==> src/rtl/spi_pkg.sv <==
// Shared state encoding, mode constants and default widths for the SPI serial-clock engine.
// Latency: n/a (types only); backpressure: n/a.
package spi_pkg;

    typedef enum logic [1:0] {
        IDLE  = 2'd0,
        SETUP = 2'd1,
        RUN   = 2'd2,
        HOLD  = 2'd3
    } spi_state_t;

    localparam logic CPOL0 = 1'b0;
    localparam logic CPOL1 = 1'b1;
    localparam logic CPHA0 = 1'b0;
    localparam logic CPHA1 = 1'b1;

    localparam int DEF_DIV_W = 8;
    localparam int DEF_NB_W  = 6;

endpackage

==> src/rtl/spi_halfper_cnt.sv <==
// Half-period counter: counts 0..i_div and wraps; o_tc marks the last cycle of a half-period.
// Latency: o_tc is combinational from the count, i_clr lands next cycle; no backpressure.
module spi_halfper_cnt #(
    parameter int DIV_W = 8
) (
    input  logic             i_clk,
    input  logic             i_rst,
    input  logic             i_clr,
    input  logic [DIV_W-1:0] i_div,
    output logic             o_tc
);

    logic [DIV_W-1:0] cnt;

    assign o_tc = (cnt == i_div);

    always_ff @(posedge i_clk or posedge i_rst) begin
        if (i_rst) begin
            cnt <= '0;
        end else if (i_clr || o_tc) begin
            cnt <= '0;
        end else begin
            cnt <= cnt + DIV_W'(1);
        end
    end

endmodule

==> src/rtl/spi_sclk_engine.sv <==
// SPI SCLK generator with CPOL/CPHA, bit count, lead/lag guard and load/shift/sample strobes.
// Latency: all outputs registered, o_load one cycle after start; inputs ignored while busy.
module spi_sclk_engine
    import spi_pkg::*;
#(
    parameter int DIV_W = DEF_DIV_W,
    parameter int NB_W  = DEF_NB_W
) (
    input  logic             i_clk,
    input  logic             i_rst,
    input  logic             i_start,
    input  logic             i_abort,
    input  logic [DIV_W-1:0] i_divider,
    input  logic [NB_W-1:0]  i_nbits,
    input  logic             i_cpol,
    input  logic             i_cpha,
    output logic             o_sclk,
    output logic             o_lead_edge,
    output logic             o_trail_edge,
    output logic             o_load,
    output logic             o_shift,
    output logic             o_sample,
    output logic [NB_W-1:0]  o_bit_cnt,
    output logic             o_busy,
    output logic             o_done
);

    spi_state_t       state;
    logic [DIV_W-1:0] div_q;
    logic [NB_W-1:0]  nbits_q;
    logic             cpol_q;
    logic             cpha_q;
    logic [NB_W:0]    edge_cnt;

    logic             hc_tc;
    logic             hc_clr;
    logic [NB_W:0]    next_edge;
    logic             is_last;
    logic             sample_now;
    logic             shift_now;

    assign next_edge = edge_cnt + (NB_W+1)'(1);
    assign is_last   = (next_edge == {nbits_q, 1'b0});

    // Odd edges are leading, even edges trailing; CPHA picks which kind samples.
    always_comb begin
        sample_now = 1'b0;
        shift_now  = 1'b0;
        if (cpha_q == CPHA0) begin
            sample_now = next_edge[0];
            shift_now  = !next_edge[0] && !is_last;
        end else begin
            sample_now = !next_edge[0];
            shift_now  = next_edge[0] && (next_edge != (NB_W+1)'(1));
        end
    end

    // The half-period count restarts on every state change, including abort.
    always_comb begin
        hc_clr = 1'b1;
        case (state)
            IDLE:        hc_clr = 1'b1;
            SETUP, HOLD: hc_clr = i_abort || hc_tc;
            RUN:         hc_clr = i_abort || (hc_tc && is_last);
            default:     hc_clr = 1'b1;
        endcase
    end

    spi_halfper_cnt #(
        .DIV_W (DIV_W)
    ) u_halfper_cnt (
        .i_clk (i_clk),
        .i_rst (i_rst),
        .i_clr (hc_clr),
        .i_div (div_q),
        .o_tc  (hc_tc)
    );

    always_ff @(posedge i_clk or posedge i_rst) begin
        if (i_rst) begin
            state        <= IDLE;
            div_q        <= '0;
            nbits_q      <= '0;
            cpol_q       <= 1'b0;
            cpha_q       <= 1'b0;
            edge_cnt     <= '0;
            o_sclk       <= 1'b0;
            o_lead_edge  <= 1'b0;
            o_trail_edge <= 1'b0;
            o_load       <= 1'b0;
            o_shift      <= 1'b0;
            o_sample     <= 1'b0;
            o_bit_cnt    <= '0;
            o_busy       <= 1'b0;
            o_done       <= 1'b0;
        end else begin
            o_lead_edge  <= 1'b0;
            o_trail_edge <= 1'b0;
            o_load       <= 1'b0;
            o_shift      <= 1'b0;
            o_sample     <= 1'b0;
            o_done       <= 1'b0;
            case (state)
                IDLE: begin
                    o_sclk <= i_cpol;
                    if (i_start && !i_abort) begin
                        if (i_nbits == '0) begin
                            o_done <= 1'b1;
                        end else begin
                            div_q     <= i_divider;
                            nbits_q   <= i_nbits;
                            cpol_q    <= i_cpol;
                            cpha_q    <= i_cpha;
                            edge_cnt  <= '0;
                            o_bit_cnt <= '0;
                            o_load    <= 1'b1;
                            o_busy    <= 1'b1;
                            state     <= SETUP;
                        end
                    end
                end
                default: begin
                    if (i_abort) begin
                        o_sclk <= cpol_q;
                        o_busy <= 1'b0;
                        state  <= IDLE;
                    end else if (hc_tc) begin
                        if (state == HOLD) begin
                            o_busy <= 1'b0;
                            o_done <= 1'b1;
                            state  <= IDLE;
                        end else begin
                            o_sclk       <= ~o_sclk;
                            edge_cnt     <= next_edge;
                            o_lead_edge  <= next_edge[0];
                            o_trail_edge <= ~next_edge[0];
                            o_sample     <= sample_now;
                            o_shift      <= shift_now;
                            if (sample_now) begin
                                o_bit_cnt <= o_bit_cnt + NB_W'(1);
                            end
                            state <= is_last ? HOLD : RUN;
                        end
                    end
                end
            endcase
        end
    end

endmodule

==> config.mk <==
export PLATFORM = sky130hd
export DESIGN_NAME = spi_sclk_engine
export DESIGN_NICKNAME = d
export VERILOG_FILES = /design/src/rtl/spi_pkg.sv /design/src/rtl/spi_halfper_cnt.sv /design/src/rtl/spi_sclk_engine.sv
export SDC_FILE = /design/constraint.sdc
export NUM_CORES = 1
export LEC_CHECK = 0
export ABC_AREA = 1
export CAP_MARGIN = 40
export CORE_UTILIZATION = 33
export CTS_BUF_LIST = sky130_fd_sc_hd__clkbuf_8
export DETAILED_ROUTE_END_ITERATION = 7
export GPL_ROUTABILITY_DRIVEN = 0
export HOLD_SLACK_MARGIN = 0.03
export PLACE_DENSITY = 0.63
export SLEW_MARGIN = 20
export SYNTH_ARGS = -nofsm -noshare
export SYNTH_HDL_FRONTEND = slang
export SYNTH_SLANG_ARGS = --single-unit
export TNS_END_PERCENT = 10
==> constraint.sdc <==
create_clock -name i_clk -period 2.05 [get_ports i_clk]
set_input_delay 0.615 -clock i_clk [delete_from_list [all_inputs] [get_ports i_clk]]
set_output_delay 0.615 -clock i_clk [all_outputs]
set_load 0.05 [all_outputs]
== Word-level counts from Yosys, hierarchy flattened ==
Cells that the tools add are included.

* Input port bits: 20
* Word-level logic and storage cells: 115
* Register bits after elaboration: 47
* Output and inout port bits: 14

* Equality and inequality tests: 11
* Multiplexer cells: 59
* Bitwise operators: 3
* Add/subtract/negate cells: 3
* Reductions and logical operators: 23

{| class="wikitable"
|+ Operators by type and width
! cell !! count
|-
| two-way mux 6 bit || 7
|-
| two-way mux 7 bit || 6
|-
| two-way mux 1 bit || 38
|-
| two-way mux 2 bit || 6
|-
| adder 8 x 1 -> 8 bit, second input constant || 1
|-
| == test 8 bit || 1
|-
| two-way mux 8 bit || 1
|-
| adder 7 x 1 -> 7 bit, second input constant || 1
|-
| == test 7 bit || 1
|-
| inequality test 7 x 1 -> 1 bit, second input constant || 1
|-
| adder 6 x 1 -> 6 bit, second input constant || 1
|-
| logical NOT 6 bit || 1
|-
| AND reduction 3 bit || 2
|-
| AND reduction 6 bit || 1
|-
| nonzero test 3 bit || 2
|-
| AND reduction 5 bit || 1
|-
| == test 2 bit, second input constant || 2
|-
| logical AND 1 bit || 4
|-
| inequality test 2 x 1 -> 1 bit, second input constant || 2
|-
| inequality test 2 bit, second input constant || 2
|-
| AND reduction 4 bit || 1
|-
| nonzero test 2 bit || 2
|-
| logical NOT 1 bit || 3
|-
| logical OR 1 bit || 3
|-
| 7 further kinds || 9
|}

== Depth between registers and ports, before layout ==
Gate-level depths: netlist (run 1).

* Depth after elaboration: 9
* Gate-level depth with buffers: 13
* Mapped depth without buffers: 13

== Modules after synthesis ==
Synthesis (run 1) repeated with hierarchy kept, for this count alone.

* Cell total of the unflattened synthesis: 324
* Area total of the unflattened synthesis: 2529.9 um2

{| class="wikitable"
|+ By module, submodules not included
! module !! area an instance (um2) !! instances !! cells each !! sequential area each (um2)
|-
| spi_sclk_engine || 2010.7 || 1 || 251 || 975.9
|-
| spi_halfper_cnt || 519.2 || 1 || 73 || 200.2
|}

== Worst setup path after synthesis (run 1) ==
No wires, ideal clock.

* Path type: flip-flop to flip-flop
* Start: reg o_bit_cnt[0]
* End: reg o_bit_cnt[4]
* Path buffers: 0
* Period minus slack after synthesis: 1.598 ns
* Cell stages (with the launch flop): 7
* Setup slack: 0.452 ns
* Arrival time: 1.522 ns
* Library setup time: 0.076 ns
* Data required time: 1.974 ns
* Cells stage by stage: dfrtp_1 ha_1 nand3_1 or2_2 nand2_1 nand2_1 o21ai_1

* Longest elaborated chain between the ends: 6

{| class="wikitable"
|+ Ends and longest elaborated chain
! element !! line !! source
|-
| start, declared || spi_sclk_engine.sv:23 || <nowiki>output logic [NB_W-1:0] o_bit_cnt,</nowiki>
|-
| start signal, assigned || spi_sclk_engine.sv:140 || <nowiki>o_bit_cnt <= o_bit_cnt + NB_W'(1);</nowiki>
|-
| adder 6 x 1 -> 6 bit || spi_sclk_engine.sv:140 ||
|-
| two-way mux 6 bit || spi_sclk_engine.sv:139 || <nowiki>if (sample_now) begin</nowiki>
|-
| two-way mux 6 bit || spi_sclk_engine.sv:128 || <nowiki>if (state == HOLD) begin</nowiki>
|-
| two-way mux 6 bit || spi_sclk_engine.sv:127 || <nowiki>end else if (hc_tc) begin</nowiki>
|-
| two-way mux 6 bit || spi_sclk_engine.sv:123 || <nowiki>if (i_abort) begin</nowiki>
|-
| two-way mux 6 bit || spi_sclk_engine.sv:103 || <nowiki>case (state)</nowiki>
|}

No other way between the ends. The select of a mux whose other input is x is not followed.
A chain may end at the register's enable or synchronous reset.

== Worst setup path in the final report (run 1) ==
* Start: in i_abort
* End: reg o_bit_cnt[5]

* Longest elaborated chain between the ends: 4
* Elaborated cells on any way between the ends: 5
* Classes of those cells: eq/ne (2); reduce/logical (3)

{| class="wikitable"
|+ Ends and longest elaborated chain
! element !! line !! source
|-
| start, declared || spi_sclk_engine.sv:12 || <nowiki>input logic i_abort,</nowiki>
|-
| logical NOT 1 bit || spi_sclk_engine.sv:106 || <nowiki>if (i_start && !i_abort) begin</nowiki>
|-
| logical AND 1 bit || spi_sclk_engine.sv:106 ||
|-
| inequality test 2 bit (no line) || - ||
|-
| AND reduction 6 bit (no line) * || - ||
|}

Every way passes the cells marked *; elsewhere a longest branch is shown, timed or not.

==> results of run 1 <==
synthesized netlist by cell type, drive strengths merged:
cell / number / share of area (%)
o21ai: 26 / 5.4
inv: 31 / 5.0
nand2: 113 / 18
nand4: 4 / 1.0
or2: 2 / 0.51
nor3: 3 / 0.61
nor2: 35 / 6.5
xor2: 4 / 1.4
and3: 1 / 0.25
nor3b: 3 / 0.91
dfrtp: 47 / 48
o31ai: 1 / 0.30
buf: 5 / 1.5
mux2i: 1 / 0.41
a21oi: 6 / 1.2
xnor2: 6 / 2.1
nand3b: 1 / 0.30
nand3: 23 / 4.7
ha: 4 / 2.0
cell type report:
class	instances	share of cell area, %
inverter	31	4.05
timing repair buffer	46	13.7
tap	99	4.05
clock inverter	1	0.164
clock buffer	6	2.70
sequential	47	38.5
multi-input combinational	233	36.9
state kept, by name, summed over array words and instances, names as in the netlist:
signal and count:
state 2, o_busy 1, o_trail_edge 1, o_load 1, o_sclk 1, cpha_q 1, o_bit_cnt 6, o_sample 1
o_shift 1, nbits_q 6, div_q 8, edge_cnt 7, u_halfper_cnt.cnt 8, o_lead_edge 1, cpol_q 1, o_done 1
metal layers:
metal	up-vias	share of wire, %	track usage (%)
met2	35	48	24.7
met1	963	48	18.4
met4	0	0.96	3.08
met5	-	0	0
li1	1099	-	-
met3	6	3.0	3.08
cells by family after synthesis:
kind of cell,Yosys count
AO/OA/AOI/OAI,33
XOR/XNOR,10
adder cells (fa/ha/maj),4
buffers and inverters,36
flip-flops,47
multiplexers,1
AND/OR/NAND/NOR,185
worst paths after layout:
kind,to,from,depth (start not counted)
max,o_bit_cnt[5],i_abort,10
min,cpol_q,cpol_q,2
max reg2reg,o_shift,edge_cnt[0],10
min reg2reg,cpol_q,cpol_q,2
max in group asynchronous,edge_cnt[2],i_rst,3
min in group asynchronous,div_q[0],i_rst,3
through the flow:
stage	worst slack, ns	hold slack, ns	total power (uW)	utilization, %	instances
final	0.218	0.492	3890	42.4	463
after floorplan	0.319	0.449	2860	-	316
after detailed placement	-0.0970	0.481	3360	41.1	456
after global routing	0.0850	0.523	4250	42.4	463
after CTS	0.212	0.501	3930	42.4	463
after global placement	-0.0692	0.475	3330	41.1	456
worst register-to-register path: stages, from the launching register on:
cell,delay (ns)
dfrtp_1,0.50
ha_1,0.27
nand2_1,0.13
nor2_2,0.14
nand3_1,0.11
nand3_1,0.10
nand2_1,0.06
nor2_1,0.16
nand2_1,0.10
nand2_1,0.07
a21oi_1,0.05
power breakdown:
group	total (uW)	internal, uW	leakage, uW	switching (uW)
clock network	554	265	0.0000470	289
logic	1830	691	0.000849	1140
registers	1500	1230	0.000615	269
cells in the final DEF, fill, tap and decap left out, types with 2 or more instances in the layout:
master	count
nor2_4	2
nand4_1	4
o21ai_1	17
nor2_2	5
dfrtp_1	47
o21ai_0	8
xor2_1	4
ha_1	4
inv_2	5
clkdlybuf4s50_1	19
xnor2_1	6
clkbuf_8	6
nor2_1	28
nand2_1	109
buf_12	2
nor3b_1	3
nor3_1	3
nand2_2	2
buf_4	25
inv_1	24
or2_2	2
nand3_1	23
nand2_4	2
a21oi_1	6
==> impl_metrics.env, run 1 <==
export IMPL_setup_viol=0
export IMPL_core_sq_um=7210
export IMPL_vdd_drop_max_uv=528
export IMPL_clk_pin_slew_worst_paths_ns=0.09
export IMPL_avgRoutedWirePerCell_um=10.8
export IMPL_drive_gt1_share_pct=15.1
export IMPL_criticalPathCategory="in -> reg"
export IMPL_synth_top_family_by_area="simple AND/OR/NAND/NOR gates"
export IMPL_synth_area_mux_share_pct=0.407
export IMPL_avgViaCountPerCell=4.54
export IMPL_ys_warn_count=0
export IMPL_postCtsSetupBuffers=0
export IMPL_post_cts_resized=0
export IMPL_numCtsBuffers=5
export IMPL_tightest_slew_ns=0.341
export IMPL_status="completed"
export IMPL_reg2reg_setup_slack_ns=0.25
export IMPL_worstPathMaxFanout=10
export IMPL_grt_pass1_wl_um=8750
export IMPL_leakage_uw=0.00151
export IMPL_clkLatencyLatePin_ns=0.29
export IMPL_clockRootBuffer="clkbuf_8"
export IMPL_register_area_sq_um=1180
export IMPL_antenna_found_initial=0
export IMPL_synth_cell_type_count=30
export IMPL_grt_overflow_total=0
export IMPL_synth_xor_xnor_area_share_pct=3.56
export IMPL_antenna_diode_count=0
export IMPL_cp_cell_sequence="clkdlybuf4s50_1, a21oi_1, o21ai_1, nor2_2, nand2_4, inv_6, nand2_4, inv_2, nand2_1, nand2_1"
export IMPL_start_util_pct=34.1
export IMPL_num_rows=31
export IMPL_cp_data_required_time_ns=2.28
export IMPL_synth_seq_area_share_pct=47.8
export IMPL_setup_worst_path_end_class="register"
export IMPL_synth_cells=316
export IMPL_dp_hpwl_um=3760
export IMPL_htreeDepth=2
export IMPL_dr_pass1_iters=4
export IMPL_crit_arrival_ns=2.06
export IMPL_die_y_um=88.4
export IMPL_grt_pass1_vias=1990
export IMPL_die_w_um=88.4
export IMPL_p_per_area_nw_per_um2=1270
export IMPL_synthSimpleGateAreaFrac_pct=32.8
export IMPL_postLayoutCellArea_sq_um=3060
export IMPL_io_buffers=33
export IMPL_critical_path_top_delay_family="buffers and inverters"
export IMPL_syn_nets=340
export IMPL_cts_hold_buffers_added=0
export IMPL_synth_compound_area_share_pct=6.96
export IMPL_cts_tree="done"
export IMPL_drc=0
export IMPL_wirelength_um=4980
export IMPL_finClkSkew_ns=0.00798
export IMPL_yosys_register_bits=47
export IMPL_drtAntennaViolNets=0
export IMPL_path_buf_inv=3
export IMPL_io_pins=34
export IMPL_start_kind="input port"
export IMPL_hold_viol_final=0
export IMPL_dr_first_iter_drc_count=115
export IMPL_crit_slowest_cell="clkdlybuf4s50_1"
export IMPL_syn_to_final_growth_pct=24.1
export IMPL_vias=2103
export IMPL_cap_viol_max_count=0
export IMPL_grt_util_all_layers_pct=14.3
export IMPL_grt_max_degree=48
export IMPL_slew_headroom_pct=77.2
export IMPL_max_stage_delay_ns=0.52
export IMPL_netlist_area_sq_um=2460
export IMPL_clock_sinks=47
export IMPL_dieArea_sq_um=7810
export IMPL_setup_tns_ns=0
export IMPL_avgSynthCellArea_sq_um=7.79
export IMPL_timing_final_crit_share_pct=89.4
export IMPL_multiInputGateArea_sq_um=1130
export IMPL_max_freq_mhz=546
export IMPL_finalMaxSlewViolations=0
export IMPL_cts_buffer_depth=2
export IMPL_synth_adder_area_share_pct=2.03
export IMPL_place_area_sq_um=2970
export IMPL_nets=388
export IMPL_fin_crit_ns=1.83
export IMPL_min_path_type="reg -> reg"
export IMPL_fillers=761
export IMPL_rsz0062_at_grt="false"
(Power assumes the default switching activity.)
==> inputs of run 2 (changes only) <==
Settings changed: CTS_BUF_LIST sky130_fd_sc_hd__clkbuf_8 to sky130_fd_sc_hd__clkbuf_4 sky130_fd_sc_hd__clkbuf_8 sky130_fd_sc_hd__clkbuf_16, DONT_BUFFER_PORTS from default to 1, PLACE_DENSITY 0.63 to 0.57.
Clock period 2.05 ns to 2.35 ns, I/O delays scaled along.
==> impl_metrics.env, run 2 (synthesized netlist as in run 1, its figures left out) <==
export IMPL_dp_hpwl_um=3940
export IMPL_switchingPower_uw=1500
export IMPL_postCtsSetupBuffers=0
export IMPL_clkLatencyLatePin_ns=0.30
export IMPL_cp_data_required_time_ns=1.64
export IMPL_fin_crit_ns=1.75
export IMPL_nets=347
export IMPL_vdd_drop_max_uv=383
export IMPL_register_area_sq_um=1180
export IMPL_final_cell_mix="nand2_1, dfrtp_1, nor2_1, inv_1, nand3_1"
export IMPL_io_pins=34
export IMPL_io_buffers=0
export IMPL_die_y_um=88.4
export IMPL_avgViaCountPerCell=4.67
export IMPL_r2r_start="edge_cnt[0]"
export IMPL_final_common_cell="nand2_1"
export IMPL_setup_tns_ns=0
export IMPL_grt_pass1_wl_um=8870
export IMPL_vias=1977
export IMPL_die_w_um=88.4
export IMPL_start_util_pct=34.1
export IMPL_core_sq_um=7210
export IMPL_hold_viol_final=0
export IMPL_syn_to_final_growth_pct=9.10
export IMPL_reg2reg_depth=11
export IMPL_avgRoutedWirePerCell_um=12.3
export IMPL_crit_arrival_ns=1.04
export IMPL_criticalPathCategory="reg -> out"
export IMPL_fillers=776
export IMPL_numCtsBuffers=5
export IMPL_cap_viol_max_count=0
export IMPL_p_int_uw=1770
export IMPL_antenna_diode_count=0
export IMPL_drc=0
export IMPL_dr_first_iter_drc_count=79
export IMPL_setup_viol=0
export IMPL_worst_slack_ns=0.602
export IMPL_finClkSkew_ns=0.0101
export IMPL_worstPathMaxFanout=6
export IMPL_pwr_share_comb_pct=39.2
export IMPL_dieArea_sq_um=7810
export IMPL_r2r_end="o_shift"
export IMPL_clockRootBuffer="clkbuf_8"
export IMPL_htreeDepth=2
export IMPL_dr_pass1_iters=4
export IMPL_finalPower_uw=3270
export IMPL_leakage_uw=0.00132
export IMPL_slew_headroom_pct=59.6
export IMPL_timing_final_crit_share_pct=74.4
export IMPL_grt_util_all_layers_pct=15.0
export IMPL_multiInputGateArea_sq_um=1130
export IMPL_post_cts_resized=0
export IMPL_clock_sinks=47
export IMPL_num_rows=31
export IMPL_finalMaxSlewViolations=0
export IMPL_cts_tree="done"
export IMPL_min_path_type="in -> async"
export IMPL_grt_max_degree=25
export IMPL_antenna_found_initial=0
export IMPL_grt_overflow_total=0
export IMPL_max_freq_mhz=572
export IMPL_pwr_share_seq_pct=44.7
export IMPL_drive_gt1_share_pct=10.5
export IMPL_wirelength_um=5200
export IMPL_grt_pass1_vias=1916
export IMPL_largestRegisters="div_q (8), u_halfper_cnt.cnt (8), edge_cnt (7)"
export IMPL_status="completed"
export IMPL_reg2reg_setup_slack_ns=0.61
export IMPL_clk_pin_slew_worst_paths_ns=0.09
export IMPL_p_per_area_nw_per_um2=1220
export IMPL_tightest_slew_ns=0.606
export IMPL_pre_cts_ws_ns=0.536
export IMPL_start_kind="register"
export IMPL_setup_worst_path_end_class="output pin"
export IMPL_cts_hold_buffers_added=0
export IMPL_cts_buffer_depth=2
export IMPL_power_frac_clock_pct=16.2
export IMPL_rsz0062_at_grt="false"
export IMPL_drtAntennaViolNets=0
export IMPL_p_sw_share_pct=45.8
[run 2: cell count changes in the layout (fill, tap and decap cells not counted), sizes merged]
| cell | change |
|---|---|
| buf | -22 |
| clkbuf | +1 |
| clkdlybuf4s50 | -19 |
[run 2: power by group through the flow]
stage,clock network [uW],logic (uW),registers (uW)
6_report,529,1280,1460
5_1_grt,585,1480,1500
4_1_cts,548,1300,1460
3_5_place_dp,0,1290,1480
3_3_place_gp,0,1280,1480
2_1_floorplan,0,1050,1440
[run 2: cell type report]
class / count / area share [%]
Clock buffer: 7 / 3.35
Clock inverter: 1 / 0.326
Inverter: 31 / 4.61
Multi-Input combinational cell: 233 / 41.9
Sequential cell: 47 / 43.8
Tap cell: 99 / 4.61
Timing Repair Buffer: 5 / 1.40
[run 2: worst max path at each step]
stage / cells after the start / end / startpoint
2_1_floorplan: 1 / cpha_q / i_rst
3_3_place_gp: 8 / o_bit_cnt[2] / i_abort
3_5_place_dp: 8 / o_bit_cnt[5] / i_abort
4_1_cts: 0 / o_bit_cnt[0] / o_bit_cnt[0]
5_1_grt: 9 / state[0] / edge_cnt[0]
6_report: 0 / o_bit_cnt[0] / o_bit_cnt[0]
[run 2: per-stage QoR]
stage	area [sq um]	std cells	util, %	hold WS, ns
floorplan	2460	316	-	0.449
global placement	2590	415	35.9	0.466
detailed placement	2590	415	35.9	0.471
CTS	2690	423	37.2	0.271
global route	2690	423	37.2	0.281
finish	2690	423	37.2	0.256
[run 2: metal layers]
layer / GRT usage [%] / wire (um) / up-vias
li1: - / - / 1010
met1: 19.0 / 2440 / 929
met2: 25.7 / 2530 / 31
met3: 3.08 / 174 / 7
met4: 4.99 / 60 / 0
met5: 0 / 0 / -
==> inputs of run 3 (changes only) <==
Settings changed: PLACE_DENSITY 0.57 to 0.58.
Clock period 2.35 ns to 1.5 ns, I/O delays scaled along.
==> impl_metrics.env, run 3 (synthesized netlist as in run 1, its figures left out) <==
export IMPL_timing_final_crit_share_pct=105
export IMPL_place_area_sq_um=2790
export IMPL_cap_viol_max_count=0
export IMPL_nets=377
export IMPL_syn_to_final_growth_pct=24.0
export IMPL_clock_sinks=47
export IMPL_dr_first_iter_drc_count=138
export IMPL_fin_crit_ns=1.58
export IMPL_postLayoutCellArea_sq_um=3050
export IMPL_dr_pass1_iters=6
export IMPL_violations="design-rule violations, negative setup slack"
export IMPL_final_common_cell="nand2_1"
export IMPL_grt_pass1_wl_um=9150
export IMPL_vias=2086
export IMPL_wirelength_um=5360
export IMPL_rsz0062_at_grt="true"
export IMPL_slew_headroom_pct=67.0
export IMPL_setup_worst_path_end_class="register"
export IMPL_criticalPathCategory="reg -> reg"
export IMPL_dieArea_sq_um=7810
export IMPL_p_per_area_nw_per_um2=1920
export IMPL_clkLatencyLatePin_ns=0.30
export IMPL_worstPathMaxFanout=4
export IMPL_grt_pass1_vias=2032
export IMPL_cp_data_required_time_ns=1.69
export IMPL_vdd_drop_max_uv=727
export IMPL_fillers=769
export IMPL_antenna_diode_count=0
export IMPL_dp_hpwl_um=3940
export IMPL_core_sq_um=7210
export IMPL_reg2reg_setup_slack_ns=-0.08
export IMPL_worst_slack_ns=-0.0754
export IMPL_drtAntennaViolNets=0
export IMPL_cts_tree="done"
export IMPL_min_path_type="in -> async"
export IMPL_htreeDepth=2
export IMPL_drive_gt1_share_pct=25.1
export IMPL_crit_arrival_ns=1.76
export IMPL_avgViaCountPerCell=4.60
export IMPL_io_pins=34
export IMPL_start_util_pct=34.1
export IMPL_grt_util_all_layers_pct=15.2
export IMPL_tightest_slew_ns=0.495
export IMPL_pre_cts_ws_ns=-0.168
export IMPL_die_y_um=88.4
export IMPL_status="finished with violations"
export IMPL_drc=2
export IMPL_numCtsBuffers=5
export IMPL_setup_tns_ns=-0.321
export IMPL_antenna_found_initial=0
export IMPL_finClkSkew_ns=0.0111
export IMPL_clk_pin_slew_worst_paths_ns=0.09
export IMPL_die_w_um=88.4
export IMPL_leakage_uw=0.00149
export IMPL_start_kind="register"
export IMPL_hold_viol_final=0
export IMPL_max_freq_mhz=635
export IMPL_cts_buffer_depth=2
export IMPL_largestRegisters="div_q (8), u_halfper_cnt.cnt (8), edge_cnt (7)"
export IMPL_avgRoutedWirePerCell_um=11.8
export IMPL_finalMaxSlewViolations=0
export IMPL_setup_viol=8
export IMPL_fin_util_pct=42.3
export IMPL_grt_overflow_total=0
export IMPL_finalPower_uw=5870
export IMPL_io_buffers=0
export IMPL_clockRootBuffer="clkbuf_8"
export IMPL_final_cell_mix="nand2_1, dfrtp_1, buf_4, nor2_1, inv_1"
export IMPL_grt_max_degree=48
export IMPL_num_rows=31
==> run 3: power by group <==
part | total (uW) | leakage (uW) | switching, uW | internal, uW
clock network | 948 | 0.0000581 | 451 | 497
registers | 2170 | 0.000611 | 491 | 1680
logic | 2740 | 0.000818 | 1630 | 1120
total | 5870 | 0.00149 | 2570 | 3300
==> run 3: worst paths after layout <==
check                               to  cells past startpoint         from
setup / recovery               o_shift                     11  edge_cnt[0]
hold / removal                div_q[1]                      2        i_rst
setup reg to reg               o_shift                     11  edge_cnt[0]
hold reg to reg                 cpol_q                      2       cpol_q
max in group asynchronous  edge_cnt[0]                      2        i_rst
min in group i_clk              o_done                      1      i_abort
==> run 3: what timing repair did <==
action	4_1_cts	5_1_grt
endpoints found under the setup margin	6	41
buffers inserted	2	4
resized for setup	10	20
pin swaps	4	7
hold buffers	0	0
==> run 3: area by class of cell <==
cell class	instances	area, sq um	area share, %
Multi-Input combinational cell	233	1220	40.1
Clock inverter	3	43.8	1.43
Inverter	31	133	4.34
Clock buffer	5	68.8	2.25
Tap cell	99	124	4.06
Sequential cell	47	1180	38.6
Timing Repair Buffer	35	279	9.14
==> run 3: metrics by stage <==
stage	hold WS, ns	std cells
final	0.0600	453
after global routing	0.0784	453
after CTS	0.0731	449
after detailed placement	0.409	439
after global placement	0.406	439
after floorplan	0.449	316
==> run 3: routing by layer <==
layer	vias to the layer above	global-route usage (%)	part of all wire, %
met2	46	26.2	50
li1	1080	-	-
met5	-	0	0
met4	0	4.40	1.1
met1	953	19.1	45
met3	7	3.36	3.7
==> run 3: critical path: stages, from the launching register on <==
cell     delay [ns]
dfrtp_2        0.46
buf_6          0.13
inv_4          0.05
ha_4           0.20
nand2_1        0.06
nand3_1        0.07
nor2_1         0.10
nand3_1        0.09
nor2_2         0.12
nand2_1        0.08
nand2_2        0.06
a21oi_2        0.05
